File: config.mk
export PLATFORM = sky130hd
export DESIGN_NAME = uart_axi_bridge_flat
export DESIGN_NICKNAME = d
export VERILOG_FILES = /design/src/rtl/uart_axi_bridge_if.sv /design/src/rtl/uart_axi_bridge.sv /design/src/flat_wrapper.sv
export SDC_FILE = /design/constraint.sdc
export NUM_CORES = 1
export LEC_CHECK = 0
export CAP_MARGIN = 40
export CORE_MARGIN = 1
export CORE_UTILIZATION = 50
export CTS_CLUSTER_DIAMETER = 100
export DETAILED_ROUTE_END_ITERATION = 8
export PLACE_DENSITY = 0.88
export SLEW_MARGIN = 10
export SYNTH_ARGS = -nofsm -noshare
export SYNTH_HDL_FRONTEND = slang
export SYNTH_SLANG_ARGS = --single-unit
File: constraint.sdc
create_clock -name clk -period 5.9 [get_ports clk]
set_input_delay 0.885 -clock clk [delete_from_list [all_inputs] [get_ports clk]]
set_output_delay 0.885 -clock clk [all_outputs]
set_load 0.03 [all_outputs]
File: src/rtl/uart_axi_bridge_if.sv
// AXI4 channel bundle used by the UART debug bridge: single-beat subset with IDs.
// Response encoding on b_resp/r_resp: 0 OKAY, 1 EXOKAY, 2 SLVERR, 3 DECERR.
`timescale 1ns/1ps
interface axi4 #(
    parameter int unsigned idlen = 4
);
    logic [idlen-1:0] aw_id;
    logic [31:0]      aw_addr;
    logic [7:0]       aw_len;
    logic [2:0]       aw_size;
    logic [1:0]       aw_burst;
    logic             aw_valid;
    logic             aw_ready;

    logic [31:0]      w_data;
    logic [3:0]       w_strb;
    logic             w_last;
    logic             w_valid;
    logic             w_ready;

    logic [idlen-1:0] b_id;
    logic [1:0]       b_resp;
    logic             b_valid;
    logic             b_ready;

    logic [idlen-1:0] ar_id;
    logic [31:0]      ar_addr;
    logic [7:0]       ar_len;
    logic [2:0]       ar_size;
    logic [1:0]       ar_burst;
    logic             ar_valid;
    logic             ar_ready;

    logic [idlen-1:0] r_id;
    logic [31:0]      r_data;
    logic [1:0]       r_resp;
    logic             r_last;
    logic             r_valid;
    logic             r_ready;

    modport master (
        output aw_id, aw_addr, aw_len, aw_size, aw_burst, aw_valid,
        input  aw_ready,
        output w_data, w_strb, w_last, w_valid,
        input  w_ready,
        input  b_id, b_resp, b_valid,
        output b_ready,
        output ar_id, ar_addr, ar_len, ar_size, ar_burst, ar_valid,
        input  ar_ready,
        input  r_id, r_data, r_resp, r_last, r_valid,
        output r_ready
    );

    modport slave (
        input  aw_id, aw_addr, aw_len, aw_size, aw_burst, aw_valid,
        output aw_ready,
        input  w_data, w_strb, w_last, w_valid,
        output w_ready,
        output b_id, b_resp, b_valid,
        input  b_ready,
        input  ar_id, ar_addr, ar_len, ar_size, ar_burst, ar_valid,
        output ar_ready,
        output r_id, r_data, r_resp, r_last, r_valid,
        input  r_ready
    );
endinterface

File: src/rtl/uart_axi_bridge.sv
// UART-to-AXI4 debug master: decodes 'W'/'R' frames from the RX byte stream, performs a
// single-beat 32-bit AXI access and streams the status (plus read data) back on TX.
// ID_W must equal the idlen of the connected axi4 interface.
`timescale 1ns/1ps
module uart_axi_bridge #(
    parameter int unsigned     ID_W           = 4,
    parameter logic [ID_W-1:0] AXI_ID         = '0,
    parameter int unsigned     TIMEOUT_CYCLES = 2_500_000
) (
    input  logic       clk,
    input  logic       rst_n,
    axi4.master        bus,
    input  logic [7:0] rx_data,
    input  logic       rx_valid,
    output logic [7:0] tx_data,
    output logic       tx_valid,
    input  logic       tx_ready,
    output logic       busy,
    output logic       rx_drop
);

    localparam logic [7:0] CMD_W = 8'h57;
    localparam logic [7:0] CMD_R = 8'h52;

    typedef enum logic [2:0] {
        IDLE, ADDR, DATA, AXI_WR, AXI_B, AXI_AR, AXI_R, RESP
    } state_t;

    state_t      state, state_next;
    logic [1:0]  byte_cnt;
    logic [31:0] timeout_cnt;
    logic [31:0] addr;
    logic [31:0] data;
    logic        is_write;
    logic        reply_short;
    logic [7:0]  status;
    logic [2:0]  tx_idx;
    logic        aw_done;
    logic        w_done;

    logic aw_hs, w_hs, b_hs, ar_hs, r_hs, tx_hs, tx_last, timeout_hit;
    logic unused_bits;

    assign aw_hs   = bus.aw_valid && bus.aw_ready;
    assign w_hs    = bus.w_valid && bus.w_ready;
    assign b_hs    = bus.b_valid && bus.b_ready;
    assign ar_hs   = bus.ar_valid && bus.ar_ready;
    assign r_hs    = bus.r_valid && bus.r_ready;
    assign tx_hs   = tx_valid && tx_ready;
    assign tx_last = reply_short || (tx_idx == 3'd4);

    // A frame is abandoned when no byte has arrived for TIMEOUT_CYCLES consecutive cycles.
    assign timeout_hit = (TIMEOUT_CYCLES != 0) && !rx_valid &&
                         (timeout_cnt == 32'(TIMEOUT_CYCLES - 1));

    // Responses carry no information we act on beyond resp/data, so IDs and r_last are ignored.
    assign unused_bits = ^{bus.b_id, bus.r_id, bus.r_last};

    // Fixed single-beat, full-word attributes.
    assign bus.aw_id    = AXI_ID;
    assign bus.aw_addr  = addr;
    assign bus.aw_len   = 8'd0;
    assign bus.aw_size  = 3'd2;
    assign bus.aw_burst = 2'b01;
    assign bus.w_data   = data;
    assign bus.w_strb   = 4'hF;
    assign bus.w_last   = 1'b1;
    assign bus.ar_id    = AXI_ID;
    assign bus.ar_addr  = addr;
    assign bus.ar_len   = 8'd0;
    assign bus.ar_size  = 3'd2;
    assign bus.ar_burst = 2'b01;

    // Handshake outputs are pure decodes of registered state, so they are glitch-free.
    assign bus.aw_valid = (state == AXI_WR) && !aw_done;
    assign bus.w_valid  = (state == AXI_WR) && !w_done;
    assign bus.b_ready  = (state == AXI_B);
    assign bus.ar_valid = (state == AXI_AR);
    assign bus.r_ready  = (state == AXI_R);
    assign tx_valid     = (state == RESP);
    assign busy         = (state != IDLE);
    assign rx_drop      = rx_valid && (state inside {AXI_WR, AXI_B, AXI_AR, AXI_R, RESP});

    // Reply byte selection: status first, then read data little-endian.
    always_comb begin
        tx_data = 8'h00;
        case (tx_idx)
            3'd0:    tx_data = status;
            3'd1:    tx_data = data[7:0];
            3'd2:    tx_data = data[15:8];
            3'd3:    tx_data = data[23:16];
            3'd4:    tx_data = data[31:24];
            default: tx_data = 8'h00;
        endcase
    end

    // State register.
    always_ff @(posedge clk or negedge rst_n) begin
        if (!rst_n) begin
            state <= IDLE;
        end else begin
            state <= state_next;
        end
    end

    // Next-state decode for the command/transaction/reply sequence.
    always_comb begin
        state_next = state;
        case (state)
            IDLE: begin
                if (rx_valid) begin
                    state_next = (rx_data == CMD_W || rx_data == CMD_R) ? ADDR : RESP;
                end
            end
            ADDR: begin
                if (timeout_hit) begin
                    state_next = IDLE;
                end else if (rx_valid && byte_cnt == 2'd3) begin
                    state_next = is_write ? DATA : AXI_AR;
                end
            end
            DATA: begin
                if (timeout_hit) begin
                    state_next = IDLE;
                end else if (rx_valid && byte_cnt == 2'd3) begin
                    state_next = AXI_WR;
                end
            end
            AXI_WR: begin
                if ((aw_done || aw_hs) && (w_done || w_hs)) begin
                    state_next = AXI_B;
                end
            end
            AXI_B:   if (b_hs)  state_next = RESP;
            AXI_AR:  if (ar_hs) state_next = AXI_R;
            AXI_R:   if (r_hs)  state_next = RESP;
            RESP:    if (tx_hs && tx_last) state_next = IDLE;
            default: state_next = IDLE;
        endcase
    end

    // Datapath: byte capture, timeout counting, handshake bookkeeping and reply indexing.
    always_ff @(posedge clk or negedge rst_n) begin
        if (!rst_n) begin
            byte_cnt    <= 2'd0;
            timeout_cnt <= 32'd0;
            addr        <= 32'd0;
            data        <= 32'd0;
            is_write    <= 1'b0;
            reply_short <= 1'b0;
            status      <= 8'h00;
            tx_idx      <= 3'd0;
            aw_done     <= 1'b0;
            w_done      <= 1'b0;
        end else begin
            case (state)
                IDLE: begin
                    byte_cnt    <= 2'd0;
                    timeout_cnt <= 32'd0;
                    tx_idx      <= 3'd0;
                    aw_done     <= 1'b0;
                    w_done      <= 1'b0;
                    if (rx_valid) begin
                        is_write    <= (rx_data == CMD_W);
                        reply_short <= (rx_data != CMD_R);
                        status      <= 8'hFF;
                    end
                end
                ADDR, DATA: begin
                    if (rx_valid) begin
                        if (state == ADDR) begin
                            addr[{byte_cnt, 3'b000} +: 8] <= rx_data;
                        end else begin
                            data[{byte_cnt, 3'b000} +: 8] <= rx_data;
                        end
                        byte_cnt    <= byte_cnt + 2'd1;
                        timeout_cnt <= 32'd0;
                    end else if (TIMEOUT_CYCLES != 0) begin
                        timeout_cnt <= timeout_cnt + 32'd1;
                    end
                end
                AXI_WR: begin
                    if (aw_hs) aw_done <= 1'b1;
                    if (w_hs)  w_done  <= 1'b1;
                end
                AXI_B: begin
                    if (b_hs) status <= {6'b0, bus.b_resp};
                end
                AXI_R: begin
                    if (r_hs) begin
                        status <= {6'b0, bus.r_resp};
                        data   <= bus.r_data;
                    end
                end
                RESP: begin
                    if (tx_hs) tx_idx <= tx_idx + 3'd1;
                end
                default: ;
            endcase
        end
    end

endmodule

File: src/flat_wrapper.sv
// flat-port wrapper written by rule: the top's interface ports become plain ports
module uart_axi_bridge_flat 
#(
    parameter int unsigned     ID_W           = 4,
    parameter logic [ID_W-1:0] AXI_ID         = '0,
    parameter int unsigned     TIMEOUT_CYCLES = 2_500_000
)
  (clk, rst_n, rx_data, rx_valid, tx_data, tx_valid, tx_ready, busy, rx_drop, bus_aw_id, bus_aw_addr, bus_aw_len, bus_aw_size, bus_aw_burst, bus_aw_valid, bus_aw_ready, bus_w_data, bus_w_strb, bus_w_last, bus_w_valid, bus_w_ready, bus_b_id, bus_b_resp, bus_b_valid, bus_b_ready, bus_ar_id, bus_ar_addr, bus_ar_len, bus_ar_size, bus_ar_burst, bus_ar_valid, bus_ar_ready, bus_r_id, bus_r_data, bus_r_resp, bus_r_last, bus_r_valid, bus_r_ready);
  axi4 #(.idlen(4)) bus_i ();
  input  logic clk;
  input  logic rst_n;
  input  logic [7:0] rx_data;
  input  logic rx_valid;
  output logic [7:0] tx_data;
  output logic tx_valid;
  input  logic tx_ready;
  output logic busy;
  output logic rx_drop;
  output wire logic [$bits(bus_i.aw_id)-1:0] bus_aw_id;
  output wire logic [$bits(bus_i.aw_addr)-1:0] bus_aw_addr;
  output wire logic [$bits(bus_i.aw_len)-1:0] bus_aw_len;
  output wire logic [$bits(bus_i.aw_size)-1:0] bus_aw_size;
  output wire logic [$bits(bus_i.aw_burst)-1:0] bus_aw_burst;
  output wire logic [$bits(bus_i.aw_valid)-1:0] bus_aw_valid;
  input wire logic [$bits(bus_i.aw_ready)-1:0] bus_aw_ready;
  output wire logic [$bits(bus_i.w_data)-1:0] bus_w_data;
  output wire logic [$bits(bus_i.w_strb)-1:0] bus_w_strb;
  output wire logic [$bits(bus_i.w_last)-1:0] bus_w_last;
  output wire logic [$bits(bus_i.w_valid)-1:0] bus_w_valid;
  input wire logic [$bits(bus_i.w_ready)-1:0] bus_w_ready;
  input wire logic [$bits(bus_i.b_id)-1:0] bus_b_id;
  input wire logic [$bits(bus_i.b_resp)-1:0] bus_b_resp;
  input wire logic [$bits(bus_i.b_valid)-1:0] bus_b_valid;
  output wire logic [$bits(bus_i.b_ready)-1:0] bus_b_ready;
  output wire logic [$bits(bus_i.ar_id)-1:0] bus_ar_id;
  output wire logic [$bits(bus_i.ar_addr)-1:0] bus_ar_addr;
  output wire logic [$bits(bus_i.ar_len)-1:0] bus_ar_len;
  output wire logic [$bits(bus_i.ar_size)-1:0] bus_ar_size;
  output wire logic [$bits(bus_i.ar_burst)-1:0] bus_ar_burst;
  output wire logic [$bits(bus_i.ar_valid)-1:0] bus_ar_valid;
  input wire logic [$bits(bus_i.ar_ready)-1:0] bus_ar_ready;
  input wire logic [$bits(bus_i.r_id)-1:0] bus_r_id;
  input wire logic [$bits(bus_i.r_data)-1:0] bus_r_data;
  input wire logic [$bits(bus_i.r_resp)-1:0] bus_r_resp;
  input wire logic [$bits(bus_i.r_last)-1:0] bus_r_last;
  input wire logic [$bits(bus_i.r_valid)-1:0] bus_r_valid;
  output wire logic [$bits(bus_i.r_ready)-1:0] bus_r_ready;
  assign bus_aw_id = bus_i.aw_id;
  assign bus_aw_addr = bus_i.aw_addr;
  assign bus_aw_len = bus_i.aw_len;
  assign bus_aw_size = bus_i.aw_size;
  assign bus_aw_burst = bus_i.aw_burst;
  assign bus_aw_valid = bus_i.aw_valid;
  assign bus_i.aw_ready = bus_aw_ready;
  assign bus_w_data = bus_i.w_data;
  assign bus_w_strb = bus_i.w_strb;
  assign bus_w_last = bus_i.w_last;
  assign bus_w_valid = bus_i.w_valid;
  assign bus_i.w_ready = bus_w_ready;
  assign bus_i.b_id = bus_b_id;
  assign bus_i.b_resp = bus_b_resp;
  assign bus_i.b_valid = bus_b_valid;
  assign bus_b_ready = bus_i.b_ready;
  assign bus_ar_id = bus_i.ar_id;
  assign bus_ar_addr = bus_i.ar_addr;
  assign bus_ar_len = bus_i.ar_len;
  assign bus_ar_size = bus_i.ar_size;
  assign bus_ar_burst = bus_i.ar_burst;
  assign bus_ar_valid = bus_i.ar_valid;
  assign bus_i.ar_ready = bus_ar_ready;
  assign bus_i.r_id = bus_r_id;
  assign bus_i.r_data = bus_r_data;
  assign bus_i.r_resp = bus_r_resp;
  assign bus_i.r_last = bus_r_last;
  assign bus_i.r_valid = bus_r_valid;
  assign bus_r_ready = bus_i.r_ready;
  uart_axi_bridge #(.ID_W(ID_W), .AXI_ID(AXI_ID), .TIMEOUT_CYCLES(TIMEOUT_CYCLES)) u_core (.clk(clk), .rst_n(rst_n), .bus(bus_i), .rx_data(rx_data), .rx_valid(rx_valid), .tx_data(tx_data), .tx_valid(tx_valid), .tx_ready(tx_ready), .busy(busy), .rx_drop(rx_drop));
endmodule
==> results.md, run 1 <==
* **status** finished clean
* **buffers from clock root to sink, at most** 2
* **Setup Total Neg Slack** 0 ns
* **most frequent standard cell in the layout excluding fill and tap cells** sky130_fd_sc_hd__clkdlybuf4s50_1
* **area added between synthesis and finish** 26.2%
* **number of remaining DRC errors** 0
* **Core Region** 12600 um2
* **Routed wire per std cell** 17.7 um
* **most common flop cell mapped by yosys** sky130_fd_sc_hd__dfrtp_1
* **count of TritonRoute iterations in the first routing pass** 7
* **wire length after detailed routing** 18100 um
* **overall via count from detail_route** 5950
* **Post-DRT Antenna Nets** 0
* **proportion of power drawn by combinational gates** 0.524
* **Crit. End Element** output port
* **estimated wirelength of the detail-placed design** 12800 um
* **overall overflow remaining after global route** 0
* **series of cell instances along the critical path** nand2_1, nand2_1, buf_16, and2_1, clkdlybuf4s50_1
* **P_sw** 1860 uW
* **diodes inserted** 0
* **slowest library cell on the worst path** sky130_fd_sc_hd__dfrtp_1
* **worst clock skew** 0.00941 ns
* **largest net degree at the start of global routing** 47
* **Placed Area** 7820 um2
* **postcts setup bufs** 0
* **DR vias/cell** 5.82
* **data arrival time of the worst path** 3.03 ns
* **final-report max-slew violation count** 0
* **number of buffers inserted during clock tree synthesis** 9
* **num rows** 41
* **clock period minus final worst setup slack** 3.91 ns
* **initial antenna violation count** 0
* **horizontal extent of the die** 115 um
* **hold violation total from the final report** 0
* **clock tree from TritonCTS** built
* **upper clock frequency limit** 0.255 GHz
* **reg2reg start** u_core.byte_cnt[0]$_DFFE_PN0P_
* **Post-Synthesis Cell Area** 6430 um2
* **final setup violating endpoints** 0
* **Power per Cell Area** 490 nW/um2
* **starting utilization of the core area** 0.511
* **Final Cycle Share** 0.663
* **power share of the clock group** 0.153
* **critical path's largest stage delay** 0.77 ns
* **# port buffers** 164
* **Die H** 115 um
* **total number of nets in the final design** 918
* **number of gates resized after CTS** 0
* **type of element launching the critical path** flop
* **post-route setup slack** 1.99 ns
* **Crit path required time** 5.02 ns
* **proportion of synthesized flip-flops having asynchronous set or reset** 1.00
* **sequential fraction of design power** 0.323
* **clock-pin transition on the worst setup and hold timing paths** 0.08 ns
* **IO Count** 213
* **final instance area** 8110 um2
* **Static Leakage** 0.00333 uW
* **depth of the CTS H-tree** 3
* **highest fanout seen on the critical path** 22
* **All-Layer GR Usage** 0.276
* **worst-margin pin slew** 0.899 ns
* **critical path start-end classification** flop to output port
* **setup slack at placement** 2.41 ns
* **Total Die Area** 13300 um2
* **Post-CTS Hold Fix Bufs** 0
* **origin of the worst setup path** u_core.state[0]$_DFFE_PN0P_
* **Seq cells post-synth** 111
* **number of warnings reported in the yosys synthesis log** 0
* **Maximum Capacitance Violations** 0
* **switch share** 0.468
* **total power consumption of the routed design** 3970 uW
* **number of global-route vias before repair** 5518
* **Most common cell on crit path** sky130_fd_sc_hd__nand2_1
* **fill cell instance count of the final layout** 989
* **leading cell types in the layout, fill and taps excluded** sky130_fd_sc_hd__clkdlybuf4s50_1, sky130_fd_sc_hd__nand2_1, sky130_fd_sc_hd__dfrtp_1, sky130_fd_sc_hd__o21ai_1, sky130_fd_sc_hd__o21ai_0
* **clock latency on the worst-skew pair** 0.36 ns
* **routability congestion estimate** 0.885
* **type of the tightest min-delay check** input pin to async pin
* **gate count of the mapped netlist** 740
* **RSZ-0062 raised after global routing** false
* **Buf/Inv on CP** 2
* **Post-synth EDFFs** 0
* **cell chosen for the clock root** sky130_fd_sc_hd__clkbuf_16
* **Int Power** 2110 uW
* **post-synthesis cell type count** 57
* **Largest delay share family, worst path** simple AND/OR/NAND/NOR gates
* **starting DRC count in detailed routing** 617
* **mean area per synthesized cell** 8.68 um2
* **VDD IR max** 204 uV
* **sequential-to-total area share from yosys stat** 0.432
* **share of post-route cells with drive strength above 1** 0.0447
* **global-route wire length before repair** 28200 um
* **number of sinks on the clock net** 111
* **max-slew headroom at the worst pin** 0.401
synth_stat cells (3+ instances only):
library cell | number | area [um2]
sky130_fd_sc_hd__a21oi_1 | 29 | 145
sky130_fd_sc_hd__a222oi_1 | 8 | 80.1
sky130_fd_sc_hd__a22o_1 | 12 | 105
sky130_fd_sc_hd__a22oi_1 | 32 | 240
sky130_fd_sc_hd__a31oi_1 | 10 | 62.6
sky130_fd_sc_hd__a41oi_1 | 4 | 35.0
sky130_fd_sc_hd__and2_1 | 8 | 50.1
sky130_fd_sc_hd__and3_1 | 10 | 62.6
sky130_fd_sc_hd__buf_1 | 5 | 18.8
sky130_fd_sc_hd__buf_2 | 14 | 70.1
sky130_fd_sc_hd__buf_4 | 73 | 548
sky130_fd_sc_hd__clkbuf_1 | 26 | 97.6
sky130_fd_sc_hd__dfrtp_1 | 111 | 2780
sky130_fd_sc_hd__ha_1 | 11 | 138
sky130_fd_sc_hd__inv_1 | 15 | 56.3
sky130_fd_sc_hd__mux2i_1 | 5 | 50.1
sky130_fd_sc_hd__nand2_1 | 129 | 484
sky130_fd_sc_hd__nand2b_1 | 3 | 18.8
sky130_fd_sc_hd__nand3_1 | 22 | 110
sky130_fd_sc_hd__nand4_1 | 7 | 43.8
sky130_fd_sc_hd__nand4_2 | 3 | 37.5
sky130_fd_sc_hd__nor2_1 | 25 | 93.8
sky130_fd_sc_hd__nor2b_1 | 4 | 25.0
sky130_fd_sc_hd__nor3_1 | 7 | 35.0
sky130_fd_sc_hd__nor3_2 | 3 | 30.0
sky130_fd_sc_hd__nor4_1 | 3 | 18.8
sky130_fd_sc_hd__nor4b_1 | 3 | 26.3
sky130_fd_sc_hd__o211ai_1 | 3 | 22.5
sky130_fd_sc_hd__o21ai_0 | 40 | 200
sky130_fd_sc_hd__o21ai_1 | 64 | 320
sky130_fd_sc_hd__o22ai_1 | 5 | 31.3
sky130_fd_sc_hd__o31ai_1 | 3 | 22.5
sky130_fd_sc_hd__o41ai_1 | 3 | 26.3
sky130_fd_sc_hd__or3_1 | 4 | 25.0
sky130_fd_sc_hd__or4_1 | 6 | 45.0
sky130_fd_sc_hd__xor2_1 | 4 | 35.0
metal layers:
| layer | vias up | track usage | wire (um) |
|---|---|---|---|
| met4 | 0 | 0.132 | 749 |
| met2 | 317 | 0.474 | 8990 |
| met3 | 68 | 0.0522 | 1390 |
| met5 | - | 0 | 0 |
| met1 | 2825 | 0.333 | 6960 |
| li1 | 2740 | - | - |
sequential cells by signal (all words and copies together) (netlist names):
signal,count
u_core.tx_idx,3
u_core.timeout_cnt,32
u_core.aw_done,1
u_core.status,3
u_core.bus.ar_addr,32
u_core.w_done,1
u_core.bus.w_data,32
u_core.byte_cnt,2
u_core.is_write,1
u_core.state,3
u_core.reply_short,1
per-stage QoR:
| step | hold WS [ns] | util | instances |
|---|---|---|---|
| after floorplan | 0.441 | - | 777 |
| after CTS | 0.452 | 0.645 | 1022 |
| after global placement | 0.457 | 0.613 | 997 |
| after global routing | 0.466 | 0.645 | 1022 |
| after detailed placement | 0.475 | 0.622 | 1006 |
| final | 0.447 | 0.645 | 1022 |
worst paths after layout:
path / endpoint / slack [ns] / depth (start not counted)
worst max register to register: u_core.bus.w_data[22]$_DFFE_PN0P_ / 3.36 / 7
worst min-delay path: u_core.bus.w_data[30]$_DFFE_PN0P_ / 0.45 / 1
max in group asynchronous: u_core.bus.ar_addr[2]$_DFFE_PN0P_ / 4.61 / 2
worst min register to register: u_core.status[6]$_DFFE_PN0P_ / 0.50 / 1
worst max-delay path: rx_drop / 1.99 / 5
min in group clk: u_core.status[6]$_DFFE_PN0P_ / 0.50 / 1
layout make-up:
class	count	area (um2)	area share
multi-input cells	532	3000	0.370
flip-flops and latches	111	2780	0.342
repair buffers	175	1770	0.218
clock buffers	10	239	0.0295
well taps	172	215	0.0265
inverters	16	60.1	0.00740
clock inverters	6	52.6	0.00648
cell families (layout without fill, tap and decap cells):
kind of cell | after synthesis | count (layout) | share of synthesized area
and+or+nand+nor | 246 | 246 | 0.188
AOI/OAI and AO/OA | 224 | 224 | 0.215
buffers and inverters | 134 | 207 | 0.124
DFF | 111 | 111 | 0.432
adders and majority gates | 11 | 11 | 0.0214
muxes | 7 | 7 | 0.0113
xor gates and xnor gates | 5 | 5 | 0.00681
other | 2 | 39 | 0.00117
power groups by stage:
stage | Clock, uW | Combinational, uW | Sequential, uW
6_report | 606 | 2080 | 1280
3_3_place_gp | 0 | 1980 | 1280
3_5_place_dp | 0 | 2060 | 1280
2_1_floorplan | 0 | 1150 | 1450
5_1_grt | 639 | 2240 | 1320
4_1_cts | 611 | 2080 | 1270
worst reg2reg max path: stages (launching register included):
cell and delay (ns):
sky130_fd_sc_hd__dfrtp_1 0.52, sky130_fd_sc_hd__inv_1 0.11, sky130_fd_sc_hd__ha_1 0.38, sky130_fd_sc_hd__nor3b_2 0.52, sky130_fd_sc_hd__nand2_1 0.10, sky130_fd_sc_hd__nor2_1 0.45, sky130_fd_sc_hd__a22oi_1 0.20, sky130_fd_sc_hd__o21ai_1 0.18
No activity file was read; power rests on OpenSTA's default activity.
==> run 2: changes to the inputs <==
CORE_UTILIZATION = 47   (was 50)
PLACE_DENSITY = 0.84   (was 0.88)
clock period = 3.93 ns   (was 5.9 ns; I/O delays follow)
==> results.md, run 2 (synthesis results as in run 1) <==
* **status** finished clean
* **highest fanout seen on the critical path** 14, -36%
* **power share of the clock group** 0.172, +0.019
* **postcts setup bufs** 0, unchanged
* **number of sinks on the clock net** 111, unchanged
* **final-report max-slew violation count** 0, unchanged
* **setup slack at placement** 1.05 ns, -1.35 ns
* **VDD IR max** 283 uV, +38%
* **reg2reg start** u_core.byte_cnt[0]$_DFFE_PN0P_
* **IO Count** 213, unchanged
* **Static Leakage** 0.00336 uW, +0.84%
* **worst-margin pin slew** 0.730 ns, -0.169 ns
* **Core Region** 13300 um2, +5.8%
* **Placed Area** 7830 um2, about the same
* **type of element launching the critical path** flop
* **estimated wirelength of the detail-placed design** 12400 um, -3.2%
* **post-route setup slack** 0.630 ns, -1.36 ns
* **clock latency on the worst-skew pair** 0.36 ns, about the same
* **Post-DRT Antenna Nets** 0, unchanged
* **Routed wire per std cell** 16.8 um, -5.0%
* **starting utilization of the core area** 0.483, -0.0280
* **leading cell types in the layout, fill and taps excluded** sky130_fd_sc_hd__clkdlybuf4s50_1, sky130_fd_sc_hd__nand2_1, sky130_fd_sc_hd__dfrtp_1, sky130_fd_sc_hd__o21ai_1, sky130_fd_sc_hd__o21ai_0
* **clock tree from TritonCTS** built
* **Crit path required time** 3.34 ns, -1.68 ns
* **origin of the worst setup path** u_core.tx_idx[2]$_DFFE_PN0P_
* **overall via count from detail_route** 5845, -1.8%
* **overall overflow remaining after global route** 0, unchanged
* **largest net degree at the start of global routing** 65, +38%
* **number of gates resized after CTS** 0, unchanged
* **hold violation total from the final report** 0, unchanged
* **DR vias/cell** 5.68, -2.4%
* **multi-input logic area** 3000 um2, unchanged
* **Int Power** 3290 uW, +56%
* **buffers from clock root to sink, at most** 2, unchanged
* **horizontal extent of the die** 119 um, +3.1%
* **switch share** 0.455, -0.0133
* **Final Cycle Share** 0.840
* **number of global-route vias before repair** 5274, -4.4%
* **# port buffers** 164, unchanged
* **Maximum Capacitance Violations** 0, unchanged
* **WHS** 0.0595 ns, -0.387 ns
* **Die H** 119 um, +3.1%
* **proportion of power drawn by combinational gates** 0.517, -0.007
* **clock period minus final worst setup slack** 3.30 ns
* **depth of the CTS H-tree** 3, unchanged
* **number of buffers inserted during clock tree synthesis** 9, unchanged
* **Total Die Area** 14100 um2, +6.3%
* **sequential fraction of design power** 0.311, -0.012
* **most frequent standard cell in the layout excluding fill and tap cells** sky130_fd_sc_hd__clkdlybuf4s50_1
* **final setup violating endpoints** 0, unchanged
* **number of remaining DRC errors** 0, unchanged
* **wire length after detailed routing** 17300 um, -4.4%
* **count of TritonRoute iterations in the first routing pass** 8, +1
* **total number of nets in the final design** 921, +0.33%
* **area added between synthesis and finish** 27.1%
* **upper clock frequency limit** 0.303 GHz
* **Power per Cell Area** 739 nW/um2, +51%
* **initial antenna violation count** 0, unchanged
* **critical path start-end classification** flop to output port
* **routability congestion estimate** 0.871, -1.5%
* **diodes inserted** 0, unchanged
* **share of post-route cells with drive strength above 1** 0.0481, +0.00336
* **P_sw** 2750 uW, +48%
* **RSZ-0062 raised after global routing** false
* **final instance area** 8170 um2, +0.68%
* **Crit. End Element** output port
* **num rows** 42, +2.4%
* **clock-pin transition on the worst setup and hold timing paths** 0.08 ns, about the same
* **fill cell instance count of the final layout** 1105, +12%
* **starting DRC count in detailed routing** 701, +14%
* **sequential cell area** 2780 um2, unchanged
* **cell chosen for the clock root** sky130_fd_sc_hd__clkbuf_16
* **type of the tightest min-delay check** input pin to async pin
* **data arrival time of the worst path** 2.71 ns, -0.32 ns
* **Post-CTS Hold Fix Bufs** 0, unchanged
* **total power consumption of the routed design** 6040 uW, +52%
* **All-Layer GR Usage** 0.249, -0.0269
* **global-route wire length before repair** 27800 um, -1.3%
* **worst clock skew** 0.0123 ns, +0.00289 ns
* **max-slew headroom at the worst pin** 0.512, +0.112
* **Setup Total Neg Slack** 0 ns, unchanged
==> run 2: metrics by stage <==
step                 util  std cells
finish              0.614       1029
global placement    0.583       1007
global route        0.614       1029
detailed placement  0.589       1013
CTS                 0.614       1029
floorplan               -        777
==> run 2: per-layer routing <==
metal	track usage	wire length (um)	vias up
met3	0.0469	1340	25
li1	-	-	2754
met4	0.0965	361	0
met5	0	0	-
met2	0.413	8560	280
met1	0.323	7040	2786
==> run 2: worst max-delay path, cell delays in order, from the launching register on <==
cell and delay [ns]:
sky130_fd_sc_hd__dfrtp_1 0.64, sky130_fd_sc_hd__inv_1 0.09, sky130_fd_sc_hd__ha_1 0.34, sky130_fd_sc_hd__a222oi_1 0.45, sky130_fd_sc_hd__o21ai_0 0.19, sky130_fd_sc_hd__clkdlybuf4s50_1 0.63
==> run 2: cell type report <==
| class | instances | area share |
|---|---|---|
| clock buffer | 10 | 0.0293 |
| clock inverter | 6 | 0.0123 |
| inverter | 16 | 0.00735 |
| multi-input combinational | 532 | 0.367 |
| sequential | 111 | 0.340 |
| tap | 176 | 0.0270 |
| timing repair buffer | 178 | 0.217 |
==> run 2: path summary, 6_finish.rpt <==
check | to | slack, ns | depth (start not counted)
setup / recovery | tx_data[1] | 0.63 | 5
hold / removal | u_core.timeout_cnt[19]$_DFFE_PN0P_ | 0.06 | 1
setup reg to reg | u_core.bus.w_data[16]$_DFFE_PN0P_ | 1.36 | 7
hold reg to reg | u_core.status[6]$_DFFE_PN0P_ | 0.49 | 1
max in group asynchronous | u_core.bus.ar_addr[28]$_DFFE_PN0P_ | 2.93 | 3
min in group clk | u_core.status[6]$_DFFE_PN0P_ | 0.49 | 1
==> run 2: power by group through the flow <==
stage | logic [uW] | registers [uW] | clock network [uW]
final | 3120 | 1880 | 1040
after global placement | 3040 | 1880 | 0
after floorplan | 1730 | 2170 | 0
after CTS | 3120 | 1880 | 1050
after detailed placement | 3110 | 1900 | 0
after global routing | 3350 | 1930 | 1090
